--- src/rtl/reload_counter_pkg.sv ---
// Shared types and reset defaults for the parametrised reloading counter.
package reload_counter_pkg;

    typedef enum logic {ST_RUN, ST_HALT} rc_state_t;
    typedef enum logic {DIR_UP, DIR_DOWN} rc_dir_t;

    // Reset defaults: reload from zero and terminate at all-ones, which
    // reproduces the legacy up-only counter. The limit bit is replicated
    // to the counter width by the user.
    localparam int unsigned RC_DEF_RELOAD    = 0;
    localparam logic        RC_DEF_LIMIT_BIT = 1'b1;

endpackage

--- src/rtl/reload_counter_param.sv ---
// Parametrised self-reloading counter: up/down, programmable terminal value,
// count enable, auto-reload or one-shot, registered tc/busy outputs.
//
//   state   | meaning
//   --------+------------------------------------------------
//   ST_RUN  | counting (holds while en_i is low)
//   ST_HALT | one-shot finished; waits for load_i or reset
module reload_counter_param
    import reload_counter_pkg::*;
#(
    parameter int WIDTH = 4
) (
    input  logic             clk,
    input  logic             reset,
    input  logic             load_i,
    input  logic [WIDTH-1:0] load_val_i,
    input  logic [WIDTH-1:0] limit_i,
    input  logic             dir_i,
    input  logic             oneshot_i,
    input  logic             en_i,
    output logic [WIDTH-1:0] count_o,
    output logic             tc_o,
    output logic             busy_o
);

    rc_state_t        state_q, state_d;
    logic [WIDTH-1:0] count_q, count_d;
    logic [WIDTH-1:0] rld_q, rld_d;
    logic [WIDTH-1:0] lim_q, lim_d;
    rc_dir_t          dir_q, dir_d;
    logic             os_q, os_d;
    logic             tc_q, tc_d;

    // Next-state: load beats counting; terminal compare happens before the step,
    // so an unreachable limit simply wraps modulo 2^WIDTH until it is hit.
    always_comb begin
        state_d = state_q;
        count_d = count_q;
        rld_d   = rld_q;
        lim_d   = lim_q;
        dir_d   = dir_q;
        os_d    = os_q;
        tc_d    = 1'b0;
        if (load_i) begin
            count_d = load_val_i;
            rld_d   = load_val_i;
            lim_d   = limit_i;
            dir_d   = rc_dir_t'(dir_i);
            os_d    = oneshot_i;
            state_d = ST_RUN;
        end else begin
            case (state_q)
                ST_RUN: begin
                    if (en_i) begin
                        if (count_q == lim_q) begin
                            tc_d = 1'b1;
                            if (os_q) begin
                                state_d = ST_HALT;
                            end else begin
                                count_d = rld_q;
                            end
                        end else if (dir_q == DIR_UP) begin
                            count_d = count_q + WIDTH'(1);
                        end else begin
                            count_d = count_q - WIDTH'(1);
                        end
                    end
                end
                ST_HALT: begin
                    state_d = ST_HALT;
                end
                default: begin
                    state_d = ST_RUN;
                end
            endcase
        end
    end

    // State and configuration registers with synchronous reset.
    always_ff @(posedge clk) begin
        if (reset) begin
            state_q <= ST_RUN;
            count_q <= '0;
            rld_q   <= WIDTH'(RC_DEF_RELOAD);
            lim_q   <= {WIDTH{RC_DEF_LIMIT_BIT}};
            dir_q   <= DIR_UP;
            os_q    <= 1'b0;
            tc_q    <= 1'b0;
        end else begin
            state_q <= state_d;
            count_q <= count_d;
            rld_q   <= rld_d;
            lim_q   <= lim_d;
            dir_q   <= dir_d;
            os_q    <= os_d;
            tc_q    <= tc_d;
        end
    end

    assign count_o = count_q;
    assign tc_o    = tc_q;
    assign busy_o  = (state_q == ST_RUN);

endmodule

--- config.mk ---
export PLATFORM = sky130hd
export DESIGN_NAME = reload_counter_param
export DESIGN_NICKNAME = d
export VERILOG_FILES = /design/src/rtl/reload_counter_pkg.sv /design/src/rtl/reload_counter_param.sv
export SDC_FILE = /design/constraint.sdc
export NUM_CORES = 1
export LEC_CHECK = 0
export CAP_MARGIN = 20
export CORE_MARGIN = 2
export CORE_UTILIZATION = 29
export DETAILED_ROUTE_END_ITERATION = 16
export PLACE_DENSITY_LB_ADDON = 0.12
export SLEW_MARGIN = 15
export SYNTH_ARGS = -nofsm -noshare
export SYNTH_HDL_FRONTEND = slang
export SYNTH_SLANG_ARGS = --single-unit
--- constraint.sdc ---
create_clock -name clk -period 2.73 [get_ports clk]
set_input_delay 0.4095 -clock clk [delete_from_list [all_inputs] [get_ports clk]]
set_output_delay 0.4095 -clock clk [all_outputs]
set_load 0.03 [all_outputs]
==> results.ini, run 1 <==
[run_status]
status = finished clean

[floorplanning]
die_x_um = 58.0
die_area_um2 = 3360
boundaryPins = 20
rows = 19
die_height_um = 58.0
core_area_um2 = 2760
initial_core_util = 0.307

[timing]
worst_pin_slew_ns = 0.641
setup_tns_ns = 0
slew_violations = 0
fin_worst_skew_ns = 0.000563
min_period_over_period = 0.701
hold_viol = 0
finalSetupViolCount = 0
rsz0062_at_grt = no
period_needed_ns = 1.91
timing.fmax_ghz = 0.523
slew_headroom = 0.571

[min_path]
hp-class = flop to flop

[power]
p_leak_nw = 0.417
ir_drop_mv = 0.279
power_density_nw_per_um2 = 511

[global_route]
grt_start_max_net_pins = 17
antenna_found_initial = 0
grt_overflow = 0
grt_pass1_vias = 689
grt_usage = 0.128
grt_pass1_wl_um = 3160

[logic_synthesis]
synthMuxAreaShare = 0.0355
synth_compound_area_frac = 0.182
synthesis.area_um2 = 846
yosys.area_share.simple = 0.198
ys_seq_area_frac = 0.379
yosys.cell_types.count = 31
syn-num-nets = 109
synth_top_family_by_area = simple AND/OR/NAND/NOR gates
synth_xor_xnor_area_share = 0.0725
synth_warnings = 0
synth_cells = 92
synth_seq_cells = 16
syn_area_per_cell_um2 = 9.19
synth_fa_ha_area_frac = 0.0533

[clock_tree]
cts.sinks = 16
path_clk_slew_ns = 0.10
clock-root-buffer = clkbuf_4
post-cts-setup-buffers = 0
numCtsBuffers = 3
tritoncts = yes
cts_hold_buf = 0
insertion_delay_ns = 0.29
h-tree-depth = 1
clk_path_buf_depth = 2
cts-resized-gates = 0

[placed_design]
place_hpwl_um = 1340
io_buffers = 19
gp_congestion = 0.747

[drt]
drc = 0
num_vias = 682
viasPerCell = 4.84
drt-total-wl_um = 1860
drt_pre_antenna_iters = 4
ant_nets = 0
avgRoutedWirePerCell_um = 13.2
drtIter0Drc = 18

[layout]
final_common_cell = clkdlybuf4s50_1
area_growth_pct = 26.5
diodes = 0
postLayoutCoreUtil = 0.388
register_area_um2 = 320
n_fill_cell = 292
drive_gt1_frac = 0.100
multi_input_area_um2 = 458
final_cell_mix = clkdlybuf4s50_1, dfxtp_1, nor2_1
nets = 128

[worst_setup_path]
critPathTopFamily = buffers and inverters
required_ns = 2.32
worst-path-buf-inv = 1
crit_path_max_incr_delay_ns = 0.72
cp_max_fo = 7
cp-end-kind = output pin
start_kind = flop
crit_type = flop to output pin
cp_cell_sequence = clkdlybuf4s50_1
slowest_stage = clkdlybuf4s50_1
cp.arrival_ns = 1.50

[flow_run]
cap_violations = 0

==> through the flow <==
step | instances | setup WS, ns | hold slack [ns] | instance area, um^2 | total power, mW
finish | 141 | 0.817 | 0.486 | 1070 | 0.546
global route | 141 | 0.721 | 0.518 | 1070 | 0.582
CTS | 141 | 0.776 | 0.492 | 1070 | 0.559
detailed placement | 137 | 0.711 | 0.475 | 1030 | 0.388
global placement | 137 | 0.754 | 0.465 | 1030 | 0.387
floorplan | 92 | 0.865 | 0.447 | 846 | 0.347
==> area by class of cell <==
cell class                      count  area share
Inverter                            5      0.0175
Tap cell                           31      0.0363
Multi-Input combinational cell     65       0.428
Timing Repair Buffer               20       0.185
Sequential cell                    16       0.299
Clock buffer                        4      0.0339
==> flip-flops by register name, summed over array words and instances (netlist names) <==
| name | flops |
|---|---|
| tc_o | 1 |
| count_o | 4 |
| dir_q | 1 |
| lim_q | 4 |
| rld_q | 4 |
| os_q | 1 |
| state_q | 1 |
==> report_power, final <==
part	switching (mW)	internal (mW)
logic	0.0538	0.0632
registers	0.0158	0.248
clock network	0.0840	0.0813
==> logic make-up (layout without fill, tap and decap cells) <==
family          count (synthesis)  count (layout)
compound gates                 20              20
xor+xnor                        7               7
fa+ha+maj                       3               3
buf+inv                        11              29
flops                          16              16
mux                             3               3
simple gates                   32              32
==> cells in the mapped netlist <==
library cell,n,area (um^2)
o211ai_1,1,7.51
nand2_1,6,22.5
dfxtp_1,16,320
a211o_1,5,43.8
a311oi_1,2,17.5
a221oi_1,1,8.76
clkbuf_1,2,7.51
nor4b_1,1,8.76
a21oi_2,1,8.76
fa_1,1,20.0
clkbuf_4,1,7.51
and2b_1,1,7.51
o22a_2,1,10.0
a21o_1,1,7.51
or2b_1,1,7.51
xnor2_1,6,52.6
nor2_1,10,37.5
inv_1,5,18.8
nand4_2,1,12.5
buf_6,3,33.8
o21ai_0,1,5.00
nand2b_1,3,18.8
a211o_2,2,20.0
nand3_1,1,5.00
mux2i_1,3,30.0
ha_1,2,25.0
a21oi_1,5,25.0
nor2_2,1,6.26
xor2_1,1,8.76
nor3_1,2,10.0
nor2b_1,5,31.3
==> final timing paths <==
kind	cells after the start	startpoint	slack, ns	to
max	1	count_o[0]$_SDFFE_PP0P_	0.82	count_o[0]
min reg2reg	2	rld_q[3]$_SDFFE_PP0P_	0.49	rld_q[3]$_SDFFE_PP0P_
min	2	rld_q[3]$_SDFFE_PP0P_	0.49	rld_q[3]$_SDFFE_PP0P_
max reg2reg	6	count_o[1]$_SDFFE_PP0P_	0.93	count_o[3]$_SDFFE_PP0P_
==> metal layers <==
| layer | up-vias | routed length [um] | GRT usage |
|---|---|---|---|
| met5 | - | 0 | 0 |
| met4 | 0 | 28 | 0.0498 |
| met3 | 4 | 112 | 0.0536 |
| met2 | 16 | 857 | 0.206 |
| met1 | 313 | 860 | 0.150 |
| li1 | 349 | - | - |
(Power assumes the default switching activity.)
==> run 2, diff against run 1 <==
- clock period: 2.73 -> 1.6 ns (I/O delays scaled with it)
==> results.ini, run 2 (synthesis gave the netlist of run 1 again) <==
[drt]
ant_nets = 0  ; unchanged
drt-total-wl_um = 1870  ; +0.70%
drc = 0  ; unchanged
viasPerCell = 4.68  ; -3.3%
avgRoutedWirePerCell_um = 12.1  ; -8.4%
drt_pre_antenna_iters = 4  ; unchanged
drtIter0Drc = 24  ; +6
num_vias = 725  ; +6.3%

[power]
p_sw_mw = 0.270  ; +76%
p_seq_frac = 0.462  ; -0.021
pwr-share-clk = 0.280  ; -0.023
power_switching_share = 0.278  ; -0.00287
p_comb_frac = 0.258  ; +0.044
internal-power_mw = 0.701  ; +79%
p_leak_nw = 0.511  ; +23%
power_density_nw_per_um2 = 770  ; +51%
ir_drop_mv = 0.505  ; +81%

[timing]
slew_headroom = 0.791  ; +0.220
hold_slack_ns = 0.482  ; -0.00413 ns
period_needed_ns = 1.57
rsz0062_at_grt = yes
setup_tns_ns = 0  ; unchanged
fin_worst_skew_ns = 0.00358  ; +0.00301 ns
hold_viol = 0  ; unchanged
worst_pin_slew_ns = 0.313  ; -0.328 ns
timing.fmax_ghz = 0.636
slew_violations = 0  ; unchanged
min_period_over_period = 0.983
finalSetupViolCount = 0  ; unchanged

[worst_setup_path]
cp.arrival_ns = 1.77  ; +0.27 ns
start_kind = flop
cp_cell_sequence = ha_4, a21o_1, a21oi_2, xnor2_1, a211o_2, a311oi_2
cp-end-kind = flop
reg2regPathDepth = 6  ; unchanged
required_ns = 1.80  ; -0.52 ns
cp_max_fo = 4  ; -3
slowest_stage = dfxtp_4
crit_path_max_incr_delay_ns = 0.37  ; -0.35 ns
r2r_end = count_o[3]$_SDFFE_PP0P_
reg2reg_from = count_o[1]$_SDFFE_PP0P_
ff2ff_setup_slack_ns = 0.03  ; -0.90 ns
crit_type = flop to flop

[layout]
nets = 142  ; +11%
diodes = 0  ; unchanged
area_growth_pct = 49.1
postLayoutCoreUtil = 0.457  ; +0.0694
drive_gt1_frac = 0.290  ; +0.190
final_common_cell = clkdlybuf4s50_1
final_cells = 155  ; +9.9%
final_cell_mix = clkdlybuf4s50_1, dfxtp_1, buf_4

[placed_design]
gp_congestion = 0.733  ; -1.8%
place_hpwl_um = 1400  ; +3.9%
io_buffers = 19  ; unchanged
dpl.cell_count = 150  ; +9.5%

[clock_tree]
path_clk_slew_ns = 0.10  ; about the same
insertion_delay_ns = 0.29  ; about the same
clock-root-buffer = clkbuf_4
cts.sinks = 16  ; unchanged
clk_path_buf_depth = 2  ; unchanged
numCtsBuffers = 3  ; unchanged
tritoncts = yes
cts_hold_buf = 0  ; unchanged
h-tree-depth = 1  ; unchanged

[global_route]
antenna_found_initial = 0  ; unchanged
grt_overflow = 0  ; unchanged
grt_pass1_vias = 725  ; +5.2%
grt_pass1_wl_um = 3090  ; -2.2%
grt_usage = 0.120  ; -0.00778
grt_start_max_net_pins = 17  ; unchanged

[floorplanning]
die_x_um = 58.0  ; unchanged
initial_core_util = 0.307  ; unchanged
core_area_um2 = 2760  ; unchanged
die_area_um2 = 3360  ; unchanged
rows = 19  ; unchanged
die_height_um = 58.0  ; unchanged
boundaryPins = 20  ; unchanged

[min_path]
hold_end = rld_q[3]$_SDFFE_PP0P_
min_path_cells = 2  ; unchanged
min_from = rld_q[3]$_SDFFE_PP0P_
hp-class = flop to flop

[run_status]
status = finished clean

[flow_run]
cap_violations = 0  ; unchanged

==> run 2: worst max-delay path: cells and delay by family (launching register included) <==
kind            cells  cell delay (ns)
flops               1             0.37
xor+xnor            1             0.07
compound gates      4             0.81
fa+ha+maj           1             0.23
==> run 2: metrics by stage <==
step / area [um^2] / power [mW] / setup WS (ns)
6_report: 1260 / 0.972 / 0.0279
5_1_grt: 1260 / 1.03 / -0.0364
4_1_cts: 1210 / 0.976 / -0.0398
3_5_place_dp: 1150 / 0.693 / -0.0775
3_3_place_gp: 1150 / 0.690 / -0.0217
2_1_floorplan: 855 / 0.594 / -0.0333
==> run 2: cell type report <==
class,instances,area [um^2]
Clock buffer,4,36.3
Multi-Input combinational cell,65,514
Sequential cell,16,333
Inverter,5,18.8
Timing Repair Buffer,34,320
Fill cell,277,1500
Tap cell,31,38.8
==> run 2: worst max-delay path by stage <==
stage                       startpoint                       to  slack (ns)  cells past startpoint
3_5_place_dp        dir_q$_SDFFE_PP0P_  count_o[3]$_SDFFE_PP0P_       -0.08                      6
5_1_grt        count_o[1]$_SDFFE_PP0P_  count_o[3]$_SDFFE_PP0P_       -0.04                      6
3_3_place_gp        dir_q$_SDFFE_PP0P_  count_o[3]$_SDFFE_PP0P_       -0.02                      6
2_1_floorplan  count_o[1]$_SDFFE_PP0P_  count_o[3]$_SDFFE_PP0P_       -0.03                      6
4_1_cts             dir_q$_SDFFE_PP0P_  count_o[3]$_SDFFE_PP0P_       -0.04                      6
6_report       count_o[1]$_SDFFE_PP0P_  count_o[3]$_SDFFE_PP0P_        0.03                      6
==> run 2: power by group through the flow <==
stage / combinational (mW) / sequential [mW] / clock (mW)
detailed placement: 0.238 / 0.455 / 0
global placement: 0.236 / 0.454 / 0
global route: 0.274 / 0.453 / 0.299
floorplan: 0.122 / 0.472 / 0
CTS: 0.236 / 0.448 / 0.291
finish: 0.251 / 0.449 / 0.272
==> run 2: layer usage <==
layer	track usage	vias to the layer above	routed length, um
li1	-	380	-
met1	0.147	332	860
met2	0.200	11	916
met3	0.0246	2	80
met4	0.0598	0	16
met5	0	-	0
==> run 2: repair_timing <==
action	in CTS	in global routing
setup endpoints to repair	7	7
pin swaps	2	8
resized for setup	7	10
setup buffers	1	0
==> run 3, diff against run 2 <==
--- a/config.mk
+++ b/config.mk
@@ -11,4 +11,5 @@
 export DETAILED_ROUTE_END_ITERATION = 16
 export PLACE_DENSITY_LB_ADDON = 0.12
+export RECOVER_POWER = 50
 export SLEW_MARGIN = 15
 export SYNTH_ARGS = -nofsm -noshare
==> constraint.sdc (replaced) <==
create_clock -name clk -period 1.6 [get_ports clk]
set_input_delay 0.32 -clock clk [delete_from_list [all_inputs] [get_ports clk]]
set_output_delay 0.32 -clock clk [all_outputs]
set_load 0.03 [all_outputs]
==> results.ini, run 3 (synthesis gave the netlist of run 1 again) <==
[timing]
hold_slack_ns = 0.487  ; +0.00495 ns
fin_worst_skew_ns = 0.00103  ; -0.00254 ns
worst_pin_slew_ns = 0.468  ; +0.155 ns
finalSetupViolCount = 0  ; unchanged
slew_headroom = 0.687  ; -0.104
slew_violations = 0  ; unchanged
hold_viol = 0  ; unchanged
rsz0062_at_grt = yes
setup_ws_ns = 0.0252  ; -0.00263 ns
min_period_over_period = 0.984  ; +0.00164
period_needed_ns = 1.57  ; +0.00263 ns
timing.fmax_ghz = 0.635  ; -0.17%

[layout]
area_growth_pct = 44.5
nets = 141  ; -0.70%
drive_gt1_frac = 0.285  ; -0.00577
final_cell_mix = dfxtp_1, buf_4, clkdlybuf4s50_1
design_area_um2 = 1220  ; -3.1%
diodes = 0  ; unchanged

[worst_setup_path]
crit_type = flop to flop
crit_path_max_incr_delay_ns = 0.37  ; about the same
worst-path-buf-inv = 0  ; unchanged
critPathTopFamily = compound AO/OA/AOI/OAI gates
start_kind = flop
cp-end-kind = flop
cp_cell_sequence = ha_4, a21o_1, a21oi_2, xnor2_1, a211o_2, a311oi_2
cp.arrival_ns = 1.79  ; +0.02 ns
cp_max_fo = 4  ; unchanged
slowest_stage = dfxtp_4
required_ns = 1.81  ; about the same

[global_route]
grt_pass1_vias = 656  ; -9.5%
grt_start_max_net_pins = 14  ; -3
grt_pass1_wl_um = 3010  ; -2.7%
antenna_found_initial = 0  ; unchanged
grt_usage = 0.119  ; -0.000687
grt_overflow = 0  ; unchanged

[floorplanning]
initial_core_util = 0.307  ; unchanged
die_height_um = 58.0  ; unchanged
rows = 19  ; unchanged
boundaryPins = 20  ; unchanged
die_area_um2 = 3360  ; unchanged
core_area_um2 = 2760  ; unchanged
die_x_um = 58.0  ; unchanged

[placed_design]
io_buffers = 19  ; unchanged
placed_cell_area_um2 = 1120  ; -2.4%
place_hpwl_um = 1320  ; -5.3%
gp_congestion = 0.752  ; +2.6%
dp_slack_ns = -0.0936  ; -0.0162 ns

[clock_tree]
tritoncts = yes
numCtsBuffers = 3  ; unchanged
clk_path_buf_depth = 2  ; unchanged
clock-root-buffer = clkbuf_4
insertion_delay_ns = 0.29  ; about the same
path_clk_slew_ns = 0.10  ; about the same
h-tree-depth = 1  ; unchanged
cts.sinks = 16  ; unchanged
cts_hold_buf = 0  ; unchanged

[drt]
drt-total-wl_um = 1850  ; -1.0%
ant_nets = 0  ; unchanged
num_vias = 717  ; -1.1%
drc = 0  ; unchanged
avgRoutedWirePerCell_um = 12.0  ; -0.37%
viasPerCell = 4.66  ; -0.46%
drtIter0Drc = 11  ; -54%
drt_pre_antenna_iters = 2  ; -2

[run_status]
status = finished clean

[min_path]
hp-class = flop to flop

[flow_run]
cap_violations = 0  ; unchanged

[power]
power_density_nw_per_um2 = 794  ; +3.1%
finalPower_mw = 0.971  ; about the same
p_leak_nw = 0.499  ; -2.2%
ir_drop_mv = 0.467  ; -7.5%

==> run 3: cell types whose count changed in the layout (fill, tap and decap cells not counted) <==
cell	before	now
dlymetal6s2s_1	1	0
a311oi_1	0	1
clkbuf_2	0	1
a311oi_2	2	1
dlygate4sd3_1	0	2
clkdlybuf4s50_1	14	11
clkbuf_4	3	4
buf_6	2	1
buf_12	1	0
dlygate4sd2_1	4	5
==> run 3: worst paths after layout <==
path                         start                      end  slack [ns]  cells after the start
min reg2reg  rld_q[3]$_SDFFE_PP0P_    rld_q[3]$_SDFFE_PP0P_        0.49                      2
max reg2reg     dir_q$_SDFFE_PP0P_  count_o[3]$_SDFFE_PP0P_        0.03                      6
max             dir_q$_SDFFE_PP0P_  count_o[3]$_SDFFE_PP0P_        0.03                      6
min          rld_q[3]$_SDFFE_PP0P_    rld_q[3]$_SDFFE_PP0P_        0.49                      2
==> run 3: power by group <==
group | internal (mW) | switching (mW) | total (mW)
Combinational | 0.136 | 0.113 | 0.248
Sequential | 0.423 | 0.0240 | 0.447
Clock | 0.139 | 0.136 | 0.275
==> run 3: worst register-to-register path, cell delays in order, from the launching register on <==
cell	delay [ns]
dfxtp_4	0.37
ha_4	0.23
a21o_1	0.19
a21oi_2	0.15
xnor2_1	0.07
a211o_2	0.30
a311oi_2	0.19
==> run 3: metal layers <==
layer	vias up	routed length (um)	GRT usage
li1	378	-	-
met4	0	17	0.0399
met5	-	0	0
met2	15	849	0.183
met3	2	95	0.0536
met1	322	891	0.149
==> run 3: layout make-up <==
cell class                 count  area (um^2)
inverter                       5         18.8
timing repair buffer          33          288
sequential                    16          333
clock buffer                   4         36.3
tap                           31         38.8
fill                         280         1540
multi-input combinational     65          508
==> run 3: metrics by stage <==
stage                     utilization  setup TNS [ns]  std cells
final                           0.443               0        154
after global routing            0.443          -0.150        154
after CTS                       0.435          -0.115        154
after detailed placement        0.408          -0.131        148
after global placement          0.408         -0.0457        148
after floorplan                     -         -0.0333         92
==> run 3: what timing repair did <==
action | in CTS | in global routing
pin swaps | 4 | 10
resized for setup | 10 | 8
buffers inserted | 2 | 0
setup endpoints to repair | 7 | 4
endpoints found under the hold margin | 0 | 0
